**src/rtl/psg_mixer.sv**
```systemverilog
// psg_mixer: time-multiplexed stereo mixer for PSG channels and other sources.
// Each frame snapshots the channel samples and the register file on a sample
// tick, then accumulates one channel per clock into left/right sums with a
// per-channel 4-bit gain and pan, and finally applies master attenuation/mute.
//
// Ports:
//   clock            system clock
//   reset            synchronous active-low reset
//   ce               sample tick (one clock wide)
//   ch               packed channel samples, channel n at [n*WIDTH +: WIDTH]
//   wce, cs, wr      bus write qualifier, active-low select, active-low strobe
//   a, d             register address and write data
//   q                combinational read data for register at a
//   audio_l/audio_r  registered stereo output samples
//   valid            one-clock pulse when audio_l/audio_r update
//   busy             high while a frame is being mixed
module psg_mixer #(
  parameter int unsigned CHANNELS = 3,
  parameter int unsigned WIDTH    = 8,
  parameter int unsigned OUTW     = 16,
  parameter int unsigned AW       = 4
) (
  input  logic                      clock,
  input  logic                      reset,
  input  logic                      ce,
  input  logic [CHANNELS*WIDTH-1:0] ch,
  input  logic                      wce,
  input  logic                      cs,
  input  logic                      wr,
  input  logic [AW-1:0]             a,
  input  logic [7:0]                d,
  output logic [7:0]                q,
  output logic [OUTW-1:0]           audio_l,
  output logic [OUTW-1:0]           audio_r,
  output logic                      valid,
  output logic                      busy
);

  localparam int unsigned PW   = WIDTH + 4;
  localparam int unsigned CW   = (CHANNELS > 1) ? $clog2(CHANNELS) : 0;
  localparam int unsigned ACCW = PW + CW;
  localparam int unsigned IW   = (CHANNELS > 1) ? $clog2(CHANNELS) : 1;

  typedef enum logic [1:0] {
    S_IDLE = 2'd0,
    S_ACC  = 2'd1,
    S_OUT  = 2'd2
  } state_t;

  state_t r_state;
  state_t w_next;

  // Live register file
  logic [7:0]          r_chreg [CHANNELS];
  logic [2:0]          r_att;
  logic                r_mute;
  logic                r_ovr;

  // Per-frame snapshot
  logic [WIDTH-1:0]    r_samp  [CHANNELS];
  logic [7:0]          r_snap  [CHANNELS];
  logic [2:0]          r_att_s;
  logic                r_mute_s;

  logic [IW-1:0]       r_idx;
  logic [ACCW-1:0]     r_acc_l;
  logic [ACCW-1:0]     r_acc_r;
  logic [OUTW-1:0]     r_audio_l;
  logic [OUTW-1:0]     r_audio_r;
  logic                r_valid;
  logic                r_busy;

  logic                w_write;
  logic                w_wr_master;
  logic                w_last;
  logic [WIDTH-1:0]    w_samp;
  logic [3:0]          w_vol;
  logic                w_len;
  logic                w_ren;
  logic [PW-1:0]       w_prod;
  logic [ACCW-1:0]     w_sl;
  logic [ACCW-1:0]     w_sr;
  logic [ACCW+OUTW-1:0] w_wide_l;
  logic [ACCW+OUTW-1:0] w_wide_r;
  logic [OUTW-1:0]     w_out_l;
  logic [OUTW-1:0]     w_out_r;

  assign w_write     = wce & ~cs & ~wr;
  assign w_wr_master = w_write && (a == AW'(CHANNELS));
  assign w_last      = (r_idx == IW'(CHANNELS - 1));

  // State register
  always_ff @(posedge clock) begin
    if (!reset) r_state <= S_IDLE;
    else        r_state <= w_next;
  end

  // Next-state logic
  always_comb begin
    w_next = r_state;
    case (r_state)
      S_IDLE:  if (ce) w_next = S_ACC;
      S_ACC:   if (w_last) w_next = S_OUT;
      S_OUT:   w_next = S_IDLE;
      default: w_next = S_IDLE;
    endcase
  end

  // Register file; a tick arriving mid-frame wins over a clearing write
  always_ff @(posedge clock) begin
    if (!reset) begin
      for (int n = 0; n < CHANNELS; n++) r_chreg[n] <= 8'hCF;
      r_att  <= 3'd0;
      r_mute <= 1'b0;
      r_ovr  <= 1'b0;
    end else begin
      if (w_write) begin
        for (int n = 0; n < CHANNELS; n++)
          if (a == AW'(n)) r_chreg[n] <= d & 8'hCF;
      end
      if (w_wr_master) begin
        r_att  <= d[2:0];
        r_mute <= d[3];
      end
      if (ce && (r_state != S_IDLE)) r_ovr <= 1'b1;
      else if (w_wr_master)          r_ovr <= 1'b0;
    end
  end

  // Read mux
  always_comb begin
    q = 8'hFF;
    for (int n = 0; n < CHANNELS; n++)
      if (a == AW'(n)) q = r_chreg[n];
    if (a == AW'(CHANNELS)) q = {r_ovr, 3'b000, r_mute, r_att};
  end

  // Select the snapshot entry for the channel being accumulated
  always_comb begin
    w_samp = '0;
    w_vol  = 4'd0;
    w_len  = 1'b0;
    w_ren  = 1'b0;
    for (int n = 0; n < CHANNELS; n++) begin
      if (r_idx == IW'(n)) begin
        w_samp = r_samp[n];
        w_vol  = r_snap[n][3:0];
        w_len  = r_snap[n][6];
        w_ren  = r_snap[n][7];
      end
    end
  end

  assign w_prod = PW'(w_samp) * PW'(w_vol);

  // Attenuate, then left-justify into OUTW (pads or truncates LSBs as needed)
  always_comb begin
    w_sl     = r_acc_l >> r_att_s;
    w_sr     = r_acc_r >> r_att_s;
    w_wide_l = {w_sl, {OUTW{1'b0}}};
    w_wide_r = {w_sr, {OUTW{1'b0}}};
    w_out_l  = r_mute_s ? '0 : w_wide_l[ACCW+OUTW-1 -: OUTW];
    w_out_r  = r_mute_s ? '0 : w_wide_r[ACCW+OUTW-1 -: OUTW];
  end

  // Frame datapath
  always_ff @(posedge clock) begin
    if (!reset) begin
      for (int n = 0; n < CHANNELS; n++) begin
        r_samp[n] <= '0;
        r_snap[n] <= 8'hCF;
      end
      r_att_s   <= 3'd0;
      r_mute_s  <= 1'b0;
      r_idx     <= '0;
      r_acc_l   <= '0;
      r_acc_r   <= '0;
      r_audio_l <= '0;
      r_audio_r <= '0;
      r_valid   <= 1'b0;
      r_busy    <= 1'b0;
    end else begin
      r_valid <= 1'b0;
      case (r_state)
        S_IDLE: begin
          if (ce) begin
            for (int n = 0; n < CHANNELS; n++) begin
              r_samp[n] <= ch[n*WIDTH +: WIDTH];
              r_snap[n] <= r_chreg[n];
            end
            r_att_s  <= r_att;
            r_mute_s <= r_mute;
            r_acc_l  <= '0;
            r_acc_r  <= '0;
            r_idx    <= '0;
            r_busy   <= 1'b1;
          end
        end
        S_ACC: begin
          if (w_len) r_acc_l <= r_acc_l + ACCW'(w_prod);
          if (w_ren) r_acc_r <= r_acc_r + ACCW'(w_prod);
          r_idx <= r_idx + IW'(1);
        end
        S_OUT: begin
          r_audio_l <= w_out_l;
          r_audio_r <= w_out_r;
          r_valid   <= 1'b1;
          r_busy    <= 1'b0;
        end
        default: ;
      endcase
    end
  end

  assign audio_l = r_audio_l;
  assign audio_r = r_audio_r;
  assign valid   = r_valid;
  assign busy    = r_busy;

endmodule

```
**config.mk**
```make
export PLATFORM = sky130hd
export DESIGN_NAME = psg_mixer
export DESIGN_NICKNAME = d
export VERILOG_FILES = /design/src/rtl/psg_mixer.sv
export SDC_FILE = /design/constraint.sdc
export NUM_CORES = 1
export LEC_CHECK = 0
export ABC_AREA = 1
export BUFFER_PORTS_ARGS = -buffer_cell sky130_fd_sc_hd__buf_2
export CELL_PAD_IN_SITES_DETAIL_PLACEMENT = 1
export CELL_PAD_IN_SITES_GLOBAL_PLACEMENT = 1
export CORE_ASPECT_RATIO = 0.8
export CORE_MARGIN = 2
export CORE_UTILIZATION = 47
export DETAILED_ROUTE_END_ITERATION = 8
export GPL_TIMING_DRIVEN = 0
export PLACE_DENSITY_LB_ADDON = 0.1
export SLEW_MARGIN = 20
export SYNTH_ARGS = -nofsm -noshare
export SYNTH_HDL_FRONTEND = slang
export SYNTH_SLANG_ARGS = --single-unit
export TNS_END_PERCENT = 20
```
**constraint.sdc**
```tcl
create_clock -name clock -period 10.3 [get_ports clock]
set_input_delay 0.515 -clock clock [delete_from_list [all_inputs] [get_ports clock]]
set_output_delay 0.515 -clock clock [all_outputs]
set_load 0.01 [all_outputs]
```
==> results.md <==
* Rows at 43
* # fillers at between 2000 and 2500
* Total Die Area at around 19000 um^2
* Hold Fails Final Rpt at 0
* Clk sinks at 131
* H-tree depth at 4
* Root buf cell: clkbuf_16
* WL per Instance at ~18 um
* Largest net degree at the start of global routing at 50
* Final min period at between 5 and 6 ns
* Power share of the clock group at between 20 and 30%
* TritonCTS Buffers at 17
* Worst skew pair latency at between 0.4 and 0.5 ns
* Die Height at 124 um
* Max Slew Vio Count at 0
* Gp weighted congestion at ~0.87
* GRT met3 Usage at 5.15%
* First-pass GRT wire length at about 42000 um
* Remaining global-route overflow at 0
* Initial antenna violation count at 0
* Clock-pin slew on the worst setup and hold paths at ~0.07 ns
* FF+latch count, synth at approximately 130
* Post-DP HPWL at slightly above 20000 um
* Clock Path Buffers at 2
* Global Route Usage Sum at between 20% and 30%
* Final ANT Viol Nets at 0
* Initial Util at between 40% and 50%
* RSZ-0062 raised after global routing: no
* Detailed Route WL at roughly 27000 um
* Critical Path End Type: flip-flop
* Worst Path Max Fanout at 10
* Met1 Resource Use GR at around two fifths
* Critical path arrival at between 5 and 6 ns
* Ys Warns at 0
* Post-synth EDFFs at 60
* Data required, critical path at around 11 ns
* Top Ports at 84
* Comb pwr share at between 40% and 50%
* Max VDD drop at around 0.12 mV
* GR Layer Usage met2 at between 40% and 50%
* GR peak layer: met2
* Count of input and output buffers at slightly below 80
* Hold bufs inserted after CTS at 0
* Outcome: finished, final reports clean
* Final setup vio count at 0
* Fraction of registers with async set/reset at 0%
* Final #Nets at 1338
* Avg Cell Area, Syn at between 7 and 8 um^2
* Vias per cell at about 5.5
* Vias in the first global route at ~8000
* Post-synthesis instance total at 1138
* FMAX at 179 MHz
* Internal power at 1.21 mW
* Synth area leader: edfxtp_1
* Share of the yosys chip area belonging to registers at between 30% and 40%
* Post-Syn Area at roughly 8400 um^2
* Clock skew at approximately 0.017 ns
* Measured slew at the worst slew-check pin at approximately 1.0 ns
* Setup tns final at 0 ns
* Area contributors post-synth: edfxtp_1, dfxtp_1, nand2_1
* Yosys cell types at 42
* Commonest non-fill, non-tap cell in the layout: nand2_1
* Max-cap violations at 0
* Placed cell count at 1443
* CP Launch Type: flip-flop
* Worst setup margin at roughly 4.7 ns
* Share of cells above drive strength 1 at approximately 14%
* Ys flop type: dfxtp_1
* Setup WS pre-CTS at between 4 and 5 ns
* CP Class: flip-flop to flip-flop
* DR pass1 iterations at 5
* Commonest non-fill, non-tap cells in the layout: nand2_1, inv_1, nor2_1, buf_2, a21oi_1
* Iter 0 DRT Violations at between 400 and 500
* P_leak at ~4.7 nW
* Die width at approximately 150 um
* CTS tree: built
* Tightest Hold Check Type: input pin to flip-flop
* Period utilization at 54.1%
* Post-CTS Resized at 0
* Synth top area share at between 20% and 30%
* N_diodes at 0
* Synth-to-layout area growth at 14.9%
* Slew headroom at roughly 30%
* # Post-CTS Setup Buffers at 0
* Via count at between 8000 and 9000
* Seq pwr share at between 30% and 40%
* Pwr per Cell Area at around 220 nW/um^2
* CORE AREA at roughly 17000 um^2
* NetSw at approximately 0.9 mW
* Fin cells at between 1000 and 1500
* Net Sw Frac at between 40% and 50%
* Residual DRC count at 0
## through the flow
stage               utilization (%)  power (mW)  cell area, um^2  hold WS [ns]
finish                         55.4        2.10             9660         0.384
detailed placement             52.2        1.48             9090         0.457
CTS                            55.4        2.09             9660         0.382
global placement               52.2        1.44             9090         0.453
floorplan                         -        1.24             8420         0.441
global route                   55.4        2.23             9660         0.389
## cell type report
type	instances	area, um^2	share of cell area, %
Multi-Input combinational cell	805	4360	45.2
Sequential cell	131	3220	33.4
Inverter	167	633	6.55
Clock buffer	18	429	4.44
Timing Repair Buffer	77	385	3.99
Tap cell	225	282	2.91
Buffer	38	205	2.12
Clock inverter	14	143	1.48
## synth_stat cells, types with 2 or more instances
| cell | count |
|---|---|
| nand2_1 | 312 |
| xor2_1 | 7 |
| or2_1 | 5 |
| nand2_4 | 4 |
| o21a_1 | 2 |
| o2bb2ai_1 | 9 |
| nand3b_1 | 4 |
| clkbuf_1 | 12 |
| nor2_4 | 3 |
| inv_2 | 8 |
| ha_1 | 45 |
| buf_2 | 17 |
| o21ai_1 | 3 |
| fa_1 | 14 |
| buf_6 | 2 |
| nor2_1 | 102 |
| a31oi_1 | 9 |
| or2_2 | 16 |
| a21oi_1 | 80 |
| xnor2_1 | 3 |
| o221ai_1 | 2 |
| o21ai_0 | 61 |
| nand2_2 | 5 |
| nand4_1 | 7 |
| nor3_1 | 5 |
| a22oi_1 | 2 |
| inv_1 | 158 |
| o211ai_1 | 12 |
| o22ai_1 | 8 |
| nor2_2 | 4 |
| dfxtp_1 | 71 |
| edfxtp_1 | 60 |
| buf_4 | 7 |
| a2bb2oi_1 | 3 |
| mux2i_1 | 5 |
| nand3_1 | 65 |
## power by group through the flow
stage,Sequential (mW),Combinational [mW],Clock [mW]
after floorplan,0.618,0.620,0
after global placement,0.640,0.804,0
after detailed placement,0.642,0.835,0
after CTS,0.632,0.850,0.607
after global routing,0.637,0.964,0.627
final,0.635,0.857,0.605
## registers in the layout, indices dropped and copies added (netlist names)
| register | flops |
|---|---|
| r_acc_r | 14 |
| r_ovr | 1 |
| r_snap | 18 |
| r_att | 3 |
| busy | 1 |
| valid | 1 |
| r_state | 2 |
| r_chreg | 18 |
| audio_l | 14 |
| r_mute_s | 1 |
| r_samp | 24 |
| r_acc_l | 14 |
| r_mute | 1 |
| audio_r | 14 |
| r_idx | 2 |
| r_att_s | 3 |
## layer usage
| layer | wire length [um] | part of all wire, % | up-vias |
|---|---|---|---|
| met5 | 0 | 0 | - |
| met4 | 420 | 1.6 | 0 |
| met3 | 1490 | 5.6 | 34 |
| met2 | 12000 | 45 | 222 |
| met1 | 12900 | 48 | 3951 |
| li1 | - | - | 3892 |
## worst max-delay path, cell delays in order (launching register included)
cell and delay (ns):
dfxtp_1 0.32, inv_1 0.12, ha_1 0.25, inv_1 0.17
buf_2 0.24, o21ai_0 0.52, nor2_1 0.14, fa_1 0.58
inv_1 0.07, fa_1 0.54, inv_1 0.05, ha_1 0.36
a21oi_1 0.15, nand2_1 0.09, a21oi_1 0.20, o21ai_0 0.13
xor2_1 0.45, ha_1 0.35, nand2_1 0.09, inv_1 0.07
nand3_1 0.07, o211ai_1 0.12, nand2_1 0.09, inv_1 0.05
nand2_1 0.05, nand2_1 0.05, nand2_1 0.06, nor2_1 0.04
## cell families after synthesis
kind of cell	after synthesis	synth area share, %
fa+ha+maj	59	10.0
compound gates	194	13.2
buf+inv	205	9.95
flops	131	38.3
xor+xnor	10	1.04
simple gates	533	26.8
other cells	1	0.0446
mux	5	0.595
## worst paths after layout
| check | startpoint | end | slack, ns | cells after the start |
|---|---|---|---|---|
| worst min register to register | audio_r[12] | audio_r[12] | 0.46 | 2 |
| worst max register to register | r_idx[0] | r_acc_l[13] | 4.72 | 27 |
| worst max-delay path | r_idx[0] | r_acc_l[13] | 4.72 | 27 |
| worst min-delay path | d[6] | r_chreg[0][16] | 0.38 | 3 |
No activity file was read; power rests on OpenSTA's default activity.
